$ cat config.mk
export PLATFORM = sky130hd
export DESIGN_NAME = ad5328_multi_ctrl
export DESIGN_NICKNAME = d
export VERILOG_FILES = /design/src/rtl/ad5328_multi_ctrl.sv
export SDC_FILE = /design/constraint.sdc
export NUM_CORES = 1
export LEC_CHECK = 0
export BUFFER_PORTS_ARGS = -buffer_cell sky130_fd_sc_hd__buf_2
export CAP_MARGIN = 20
export CORE_UTILIZATION = 25
export DETAILED_ROUTE_END_ITERATION = 6
export SKIP_LAST_GASP = 1
export SLEW_MARGIN = 40
export SYNTH_ARGS = -nofsm -noshare
export SYNTH_HDL_FRONTEND = slang
export SYNTH_SLANG_ARGS = --single-unit
$ cat constraint.sdc
create_clock -name clk -period 3 [get_ports clk]
set_clock_uncertainty 0.05 [all_clocks]
set_input_delay 0.3 -clock clk [delete_from_list [all_inputs] [get_ports clk]]
set_output_delay 0.3 -clock clk [all_outputs]
set_load 0.1 [all_outputs]
$ cat src/rtl/ad5328_multi_ctrl.sv
// ad5328_multi_ctrl: multi-channel controller for the AD5308/AD5318/AD5328 DAC family.
// Keeps a shadow value and dirty flag per channel, streams changed channels
// lowest index first as 16-bit SPI frames, and drives LDAC on request.
// The INIT_WORD control frame is sent once after every reset.
// Optional build macro: AD5328_AUTO_LDAC_EN makes every burst of writes end
// with one automatic LDAC pulse.
module ad5328_multi_ctrl #(
  parameter int unsigned NUM_CH    = 8,
  parameter int unsigned DATA_W    = 12,
  parameter int unsigned CLK_DIV   = 4,
  parameter logic [15:0] INIT_WORD = 16'h8000
) (
  input  logic              clk,
  input  logic              rst_n,
  input  logic              wr_en,
  input  logic [2:0]        wr_ch,
  input  logic [DATA_W-1:0] wr_data,
  output logic              wr_ready,
  input  logic              update,
  output logic              busy,
  output logic              init_done,
  output logic              ldac_n,
  output logic              sync_n,
  output logic              sclk,
  output logic              dout
);

  localparam int unsigned CNT_W = $clog2(2 * CLK_DIV);
  localparam logic [CNT_W-1:0] DIV_LAST  = CNT_W'(CLK_DIV - 1);
  // GAP is one cycle short of 2*CLK_DIV: the following IDLE cycle completes the
  // 2*CLK_DIV high time ahead of LDAC and gives a 34*CLK_DIV+1 frame period.
  localparam logic [CNT_W-1:0] GAP_LAST  = CNT_W'(2 * CLK_DIV - 2);
  localparam logic [CNT_W-1:0] LDAC_LAST = CNT_W'(2 * CLK_DIV - 1);

  typedef enum logic [2:0] {
    S_INIT_LOAD,
    S_LOAD,
    S_SHIFT,
    S_GAP,
    S_IDLE,
    S_LDAC
  } state_t;

  state_t            state;
  state_t            state_nx;
  logic [11:0]       shadow [NUM_CH];
  logic [NUM_CH-1:0] dirty;
  logic [NUM_CH-1:0] dirty_d;
  logic [NUM_CH-1:0] wr_mask;
  logic [NUM_CH-1:0] sel_mask;
  logic              ldac_req;
  logic              ldac_req_d;
  logic              auto_req;
  logic [15:0]       shreg;
  logic [CNT_W-1:0]  cnt;
  logic [4:0]        hcnt;
  logic [2:0]        sel_ch;
  logic [11:0]       sel_val;
  logic [11:0]       wr_val;
  logic              wr_acc;
  logic              any_dirty;
  logic              found;
  logic              div_end;
  logic              shift_end;
  logic              gap_end;
  logic              ldac_end;

  assign wr_ready = init_done;
  assign dout     = shreg[15];

  // Write acceptance, left-justification and lowest-index dirty channel select
  always_comb begin
    wr_acc    = wr_en && init_done && ({29'd0, wr_ch} < NUM_CH);
    wr_val    = 12'(wr_data) << (12 - DATA_W);
    any_dirty = |dirty;
    found     = 1'b0;
    sel_ch    = '0;
    sel_val   = '0;
    wr_mask   = '0;
    sel_mask  = '0;
    for (int unsigned i = 0; i < NUM_CH; i++) begin
      wr_mask[i] = wr_acc && (wr_ch == 3'(i));
      if (dirty[i] && !found) begin
        found       = 1'b1;
        sel_ch      = 3'(i);
        sel_val     = shadow[i];
        sel_mask[i] = 1'b1;
      end
    end
  end

  // Timing terminal counts and next dirty/ldac_req values
  always_comb begin
    div_end   = (cnt == DIV_LAST);
    shift_end = (state == S_SHIFT) && div_end && (hcnt == 5'd31);
    gap_end   = (state == S_GAP) && (cnt == GAP_LAST);
    ldac_end  = (state == S_LDAC) && (cnt == LDAC_LAST);
`ifdef AD5328_AUTO_LDAC_EN
    auto_req  = gap_end && init_done && !any_dirty && !wr_acc;
`else
    auto_req  = 1'b0;
`endif
    dirty_d = dirty;
    if (state == S_LOAD) dirty_d = dirty_d & ~sel_mask;
    dirty_d = dirty_d | wr_mask;
    ldac_req_d = ldac_req;
    if (state == S_IDLE && !any_dirty && ldac_req) ldac_req_d = 1'b0;
    if (update || auto_req) ldac_req_d = 1'b1;
  end

  // Next-state logic; dirty channels win over a pending LDAC
  always_comb begin
    state_nx = state;
    unique case (state)
      S_INIT_LOAD: state_nx = S_SHIFT;
      S_LOAD:      state_nx = S_SHIFT;
      S_SHIFT:     if (shift_end) state_nx = S_GAP;
      S_GAP:       if (gap_end) state_nx = S_IDLE;
      S_IDLE: begin
        if (any_dirty)     state_nx = S_LOAD;
        else if (ldac_req) state_nx = S_LDAC;
      end
      S_LDAC:      if (ldac_end) state_nx = S_IDLE;
      default:     state_nx = S_INIT_LOAD;
    endcase
  end

  // State register
  always_ff @(posedge clk) begin
    if (!rst_n) state <= S_INIT_LOAD;
    else        state <= state_nx;
  end

  // Shadow array, request flags, shift datapath and registered pin outputs
  always_ff @(posedge clk) begin
    if (!rst_n) begin
      for (int unsigned i = 0; i < NUM_CH; i++) shadow[i] <= '0;
      dirty     <= '0;
      ldac_req  <= 1'b0;
      shreg     <= '0;
      cnt       <= '0;
      hcnt      <= '0;
      sclk      <= 1'b1;
      sync_n    <= 1'b1;
      ldac_n    <= 1'b1;
      busy      <= 1'b0;
      init_done <= 1'b0;
    end else begin
      for (int unsigned i = 0; i < NUM_CH; i++) begin
        if (wr_mask[i]) shadow[i] <= wr_val;
      end
      dirty    <= dirty_d;
      ldac_req <= ldac_req_d;
      sync_n   <= (state_nx != S_SHIFT);
      ldac_n   <= (state_nx != S_LDAC);
      busy     <= (state_nx != S_IDLE) || (|dirty_d) || ldac_req_d;
      if (gap_end) init_done <= 1'b1;
      unique case (state)
        S_INIT_LOAD: begin
          shreg <= INIT_WORD;
          cnt   <= '0;
          hcnt  <= '0;
        end
        S_LOAD: begin
          shreg <= {1'b0, sel_ch, sel_val};
          cnt   <= '0;
          hcnt  <= '0;
        end
        S_SHIFT: begin
          if (div_end) begin
            cnt  <= '0;
            sclk <= ~sclk;
            hcnt <= hcnt + 5'd1;
            // rising edge: present the next bit
            if (!sclk) shreg <= {shreg[14:0], 1'b0};
          end else begin
            cnt <= cnt + 1'b1;
          end
        end
        S_GAP:   cnt <= gap_end ? '0 : cnt + 1'b1;
        S_LDAC:  cnt <= ldac_end ? '0 : cnt + 1'b1;
        default: cnt <= '0;
      endcase
    end
  end

endmodule

# After elaboration in Yosys (flattened, before gate mapping)
# Memories as Yosys holds them, arrays and structs flattened.
# Cells that the tools add are included.
# W data, S select, Z words.
# word_totals
ff_bits	41
elab_cells	169
input_bits	19
ram_bits	96
mem_count	1
out_inout_bits	7
# classes
add_sub_neg	2
n_mux	80
eq_ne	21
reduce_logical	42
bitwise_logic	12
# memory_table
name	depth	word_bits	rd	rd_ports_with_merged_regs	wr	line	text
shadow	8	12	8	0	8	46	logic [11:0] shadow [NUM_CH];
# ops
operator	count
$mux W12	16
$pmux W16 S3	1
$mux W1	42
$mux W3	14
$mux W16	2
$eq A3 B3 Y1 const B	8
$logic_and A1 B1 Y1	22
$reduce_or A8 Y1	2
$eq A3 B2 Y1 const B	5
$pmux W3 S5	1
$pmux W5 S2	1
$pmux W3 S3	1
$and A8 B8 Y8	1
$logic_not A1 Y1	8
$mux W8	1
$not A8 Y8	1
$or A1 B1 Y1	8
$or A8 B8 Y8	1
$eq A3 B1 Y1 const B	2
$logic_not A3 Y1	2
$ne A3 B3 Y1 const B	2
$add A5 B1 Y5 const B	1
$eq A5 B5 Y1 const B	1
$mux W5	1
10 further kinds	13

# Logic depth before layout (Yosys ltp)
# depth
depth_word	29
mapped_depth	9
depth_no_buf	7

# Worst setup path before layout
# Ideal clock, no wire load.
# synth_timing
path_type	register to register
from	register init_done
to	memory shadow[3][0], in the netlist shadow[0][36], enable pin
arrival_time_ps	1991
path_buffers	1
path_stages_with_launch	5
setup_ps	350
required_ps	2600
slack_ps	609
cell_sequence	dfxtp_1 > and3b_1 > nand3_1 > clkbuf_1 > nand2_1
# synth_rtl
item	line	text
start: declaration	21	output logic init_done,
start signal: assignment	147	init_done <= 1'b0;
start signal: assignment	157	if (gap_end) init_done <= 1'b1;
end: declaration	46	

# Worst setup path after layout
# layout_timing
from	register dirty[1]
to	register shreg[12]
# layout_via
elab_chain_len	21
# layout_rtl
item	line	text
start: declaration	47	logic [NUM_CH-1:0] dirty;
start signal: assignment	152	dirty <= dirty_d;
$logic_and A1 B1 Y1 *	83	if (dirty[i] && !found) begin
$mux W1	83	
$logic_not A1 Y1	83	
$logic_and A1 B1 Y1	83	
$mux W1	83	
$logic_not A1 Y1	83	
$logic_and A1 B1 Y1	83	
$mux W1	83	
(+5 left out)	n/a	
$mux W1	83	
$logic_not A1 Y1	83	
$logic_and A1 B1 Y1	83	
$mux W1	83	
$logic_not A1 Y1	83	
$logic_and A1 B1 Y1	83	
$mux W3 *	83	
$pmux W16 S3 *	158	unique case (state)
end signal: assignment	165	shreg <= {1'b0, sel_ch, sel_val};
end signal: assignment	175	if (!sclk) shreg <= {shreg[14:0], 1'b0};
end: declaration	54	logic [15:0] shreg;
# Every way passes the cells marked *; elsewhere a longest branch is shown, timed or not.
# A chain may end at the register's enable or synchronous reset.

==> results_dict.tcl <==
set metrics [dict create \
    ctsResizeCount 0 \
    hold-worst-slack_ps 185 \
    met2_length_mm 7.59 \
    synth_area_mm2 0.00624 \
    die_area_mm2 0.0256 \
    slew_viol_final 0 \
    synthFlopType "edfxtp_1" \
    worst_slack_ps 681 \
    arrival_ps 2610 \
    initial_core_util_pct 25.6 \
    synth_common_cells "104 x nor2_1, 96 x edfxtp_1, 57 x nand2_1" \
    nets 654 \
    dieWidth_um 160 \
    rsz0062_at_grt "no" \
    power_leakage_nw 2.65 \
    wl_per_cell_um 17.2 \
    route.met3.wl_mm 1.39 \
    path_cells "or4_4 > nor3b_2 > a2111oi_0 > nand2b_1 > a21oi_1" \
    synth-warning-count 0 \
    clk_pin_slew_ps 60 \
    setup_viol_count_final 0 \
    fin_crit_ps 2320 \
    yosys.cell_count.top_type "nor2_1" \
    grt_pass1_vias 4589 \
    place_hpwl_mm 11.4 \
    rows 57 \
    route.vias.total 4750 \
    worst_pin_slew_ps 683 \
    avgViaCountPerCell 4.92 \
    wl_mm 16.6 \
    ys_ff_latch 137 \
    met1Wirelength_mm 7.41 \
    worstSetupEndpointType "flop" \
    synth-edff-count 96 \
    powerDensity_mw_per_mm2 589 \
    r2r-end "shreg[12]" \
    synthArstFlopShare_pct 0 \
    pre_cts_ws_ps 704 \
    fillCellCount 2505 \
    period_share_pct 77.3 \
    cts_buffer_depth 2 \
    worstPathMaxFanout 17 \
    r2r_slack_ps 680 \
    h-tree-depth 4 \
    fp.dieH_um 160 \
    dp_cells 933 \
    holdBufCountCts 0 \
    dr.pass1.iters 5 \
    grt_overflow_total 0 \
    diodes 0 \
    synth_area_leader_cell "edfxtp_1" \
    tns_ps 0 \
    hold_viol 0 \
    min_path_type "in2reg" \
    min-delay-start "update" \
    postCtsSetupBuffers 0 \
    syn_avg_cell_area_um2 10.3 \
    hold_depth 3 \
    drt_iter0_markers 558 \
    drive_gt1_share_pct 13.3 \
    ys_types 55 \
    reg2reg_depth 5 \
    reg2reg_from "dirty[1]" \
    cts_made_buffers 17 \
    total_power_mw 4.32 \
    placed_cell_area_mm2 0.00675 \
    cts_root_buf "clkbuf_16" \
    synthTopCellsByArea "edfxtp_1 46%, dfxtp_1 13%, nor2_1 6.3%" \
    grt_max_degree 24 \
    max_freq_ghz 0.431 \
    netlist.area_leader.share_pct 46.2 \
    slew_headroom_pct 53.3 \
    path_class "reg2reg" \
    vdd_drop_max_uv 443 \
    ys_seq_area_share_pct 59.3 \
    hold-path-endpoint "ldac_req" \
    critical_path.max_stage_delay_ps 710 \
    portBuffers 25 \
    tritoncts "yes" \
    max_cap_viol_count 0 \
    place_congestion 0.880 \
    fp.coreArea_mm2 0.0244 \
    synthesis.nets 632 \
    areaGrowthSynthToFinish_pct 17.4 \
    grt_usage_pct 13.4 \
    clk_latency_ps 420 \
    detail-route-antenna-nets 0 \
    final_area_mm2 0.00733 \
    drc_errors 0 \
    critPathLaunch "dirty[1]" \
    slowest_stage "or4_4" \
    syn_inst 606 \
    status "completed" \
    grt_pass1_wl_mm 26.1 \
    final_core_util_pct 30.1 \
    pin_count 26 \
    dr.max_layer_used "met4" \
    crit_required_ps 3300 \
    antenna_found_initial 0 \
    instances_no_fill 965 \
    startpoint_type "flop" \
    cts_sinks 137 \
]
## layout make-up
type	instances	area (um^2)	area share (%)
sequential	137	3700	50.5
clock inverter	13	148	2.01
inverter	21	78.8	1.08
tap	324	405	5.53
timing repair buffer	47	290	3.96
multi-input combinational	404	2270	31.0
clock buffer	19	433	5.90
## worst max path at each step
stage | slack [ps] | endpoint
floorplan | 610 | shadow[0][36]
global placement | 700 | shreg[2]
detailed placement | 700 | shreg[4]
CTS | 700 | shreg[4]
global route | 470 | shreg[5]
finish | 680 | shreg[12]
## routing by layer
metal,vias up,global-route usage (%)
li1,2239,-
met1,2295,17.9
met2,196,21.2
met3,20,3.82
met4,0,3.68
met5,-,0
## critical path, delay by kind of cell (launching register included)
kind / cells / cell delay [ps]
AOI/OAI and AO/OA: 2 / 320
DFF: 1 / 490
and+or+nand+nor: 3 / 1380
## power by group
group | total, mW | switching, mW | internal (mW)
Combinational | 0.160 | 0.125 | 0.0347
Sequential | 2.11 | 0.0220 | 2.08
Clock | 2.06 | 0.823 | 1.23
## layout by cell type (no fill, tap or decap), drive strengths merged, types with 4 or more instances in the layout
cell,instances
a211oi,7
ha,7
edfxtp,96
nor3,6
and2,7
nand2,57
and3,10
dfxtp,41
clkinv,7
o21a,4
o311ai,4
a21oi,52
nand4b,4
nand2b,8
a221oi,6
nor2,104
o32ai,6
o21ai,32
inv,23
buf,47
o211ai,8
a22oi,21
a21o,4
nor2b,14
clkbuf,19
nand3,5
## flip-flops by register name (all words and copies together) (netlist names)
signal and count:
busy 1, cnt 3, dirty 8, hcnt 5, init_done 1, ldac_n 1, ldac_req 1, sclk 1
shadow 96, shreg 16, state 3, sync_n 1
## cells by family after synthesis
| group | after synthesis | share of synthesized area, % |
|---|---|---|
| fa+ha+maj | 8 | 1.56 |
| compound gates | 160 | 16.7 |
| simple gates | 233 | 17.5 |
| mux | 3 | 0.501 |
| buf+inv | 65 | 4.37 |
| flops | 137 | 59.3 |
(Power assumes the default switching activity.)
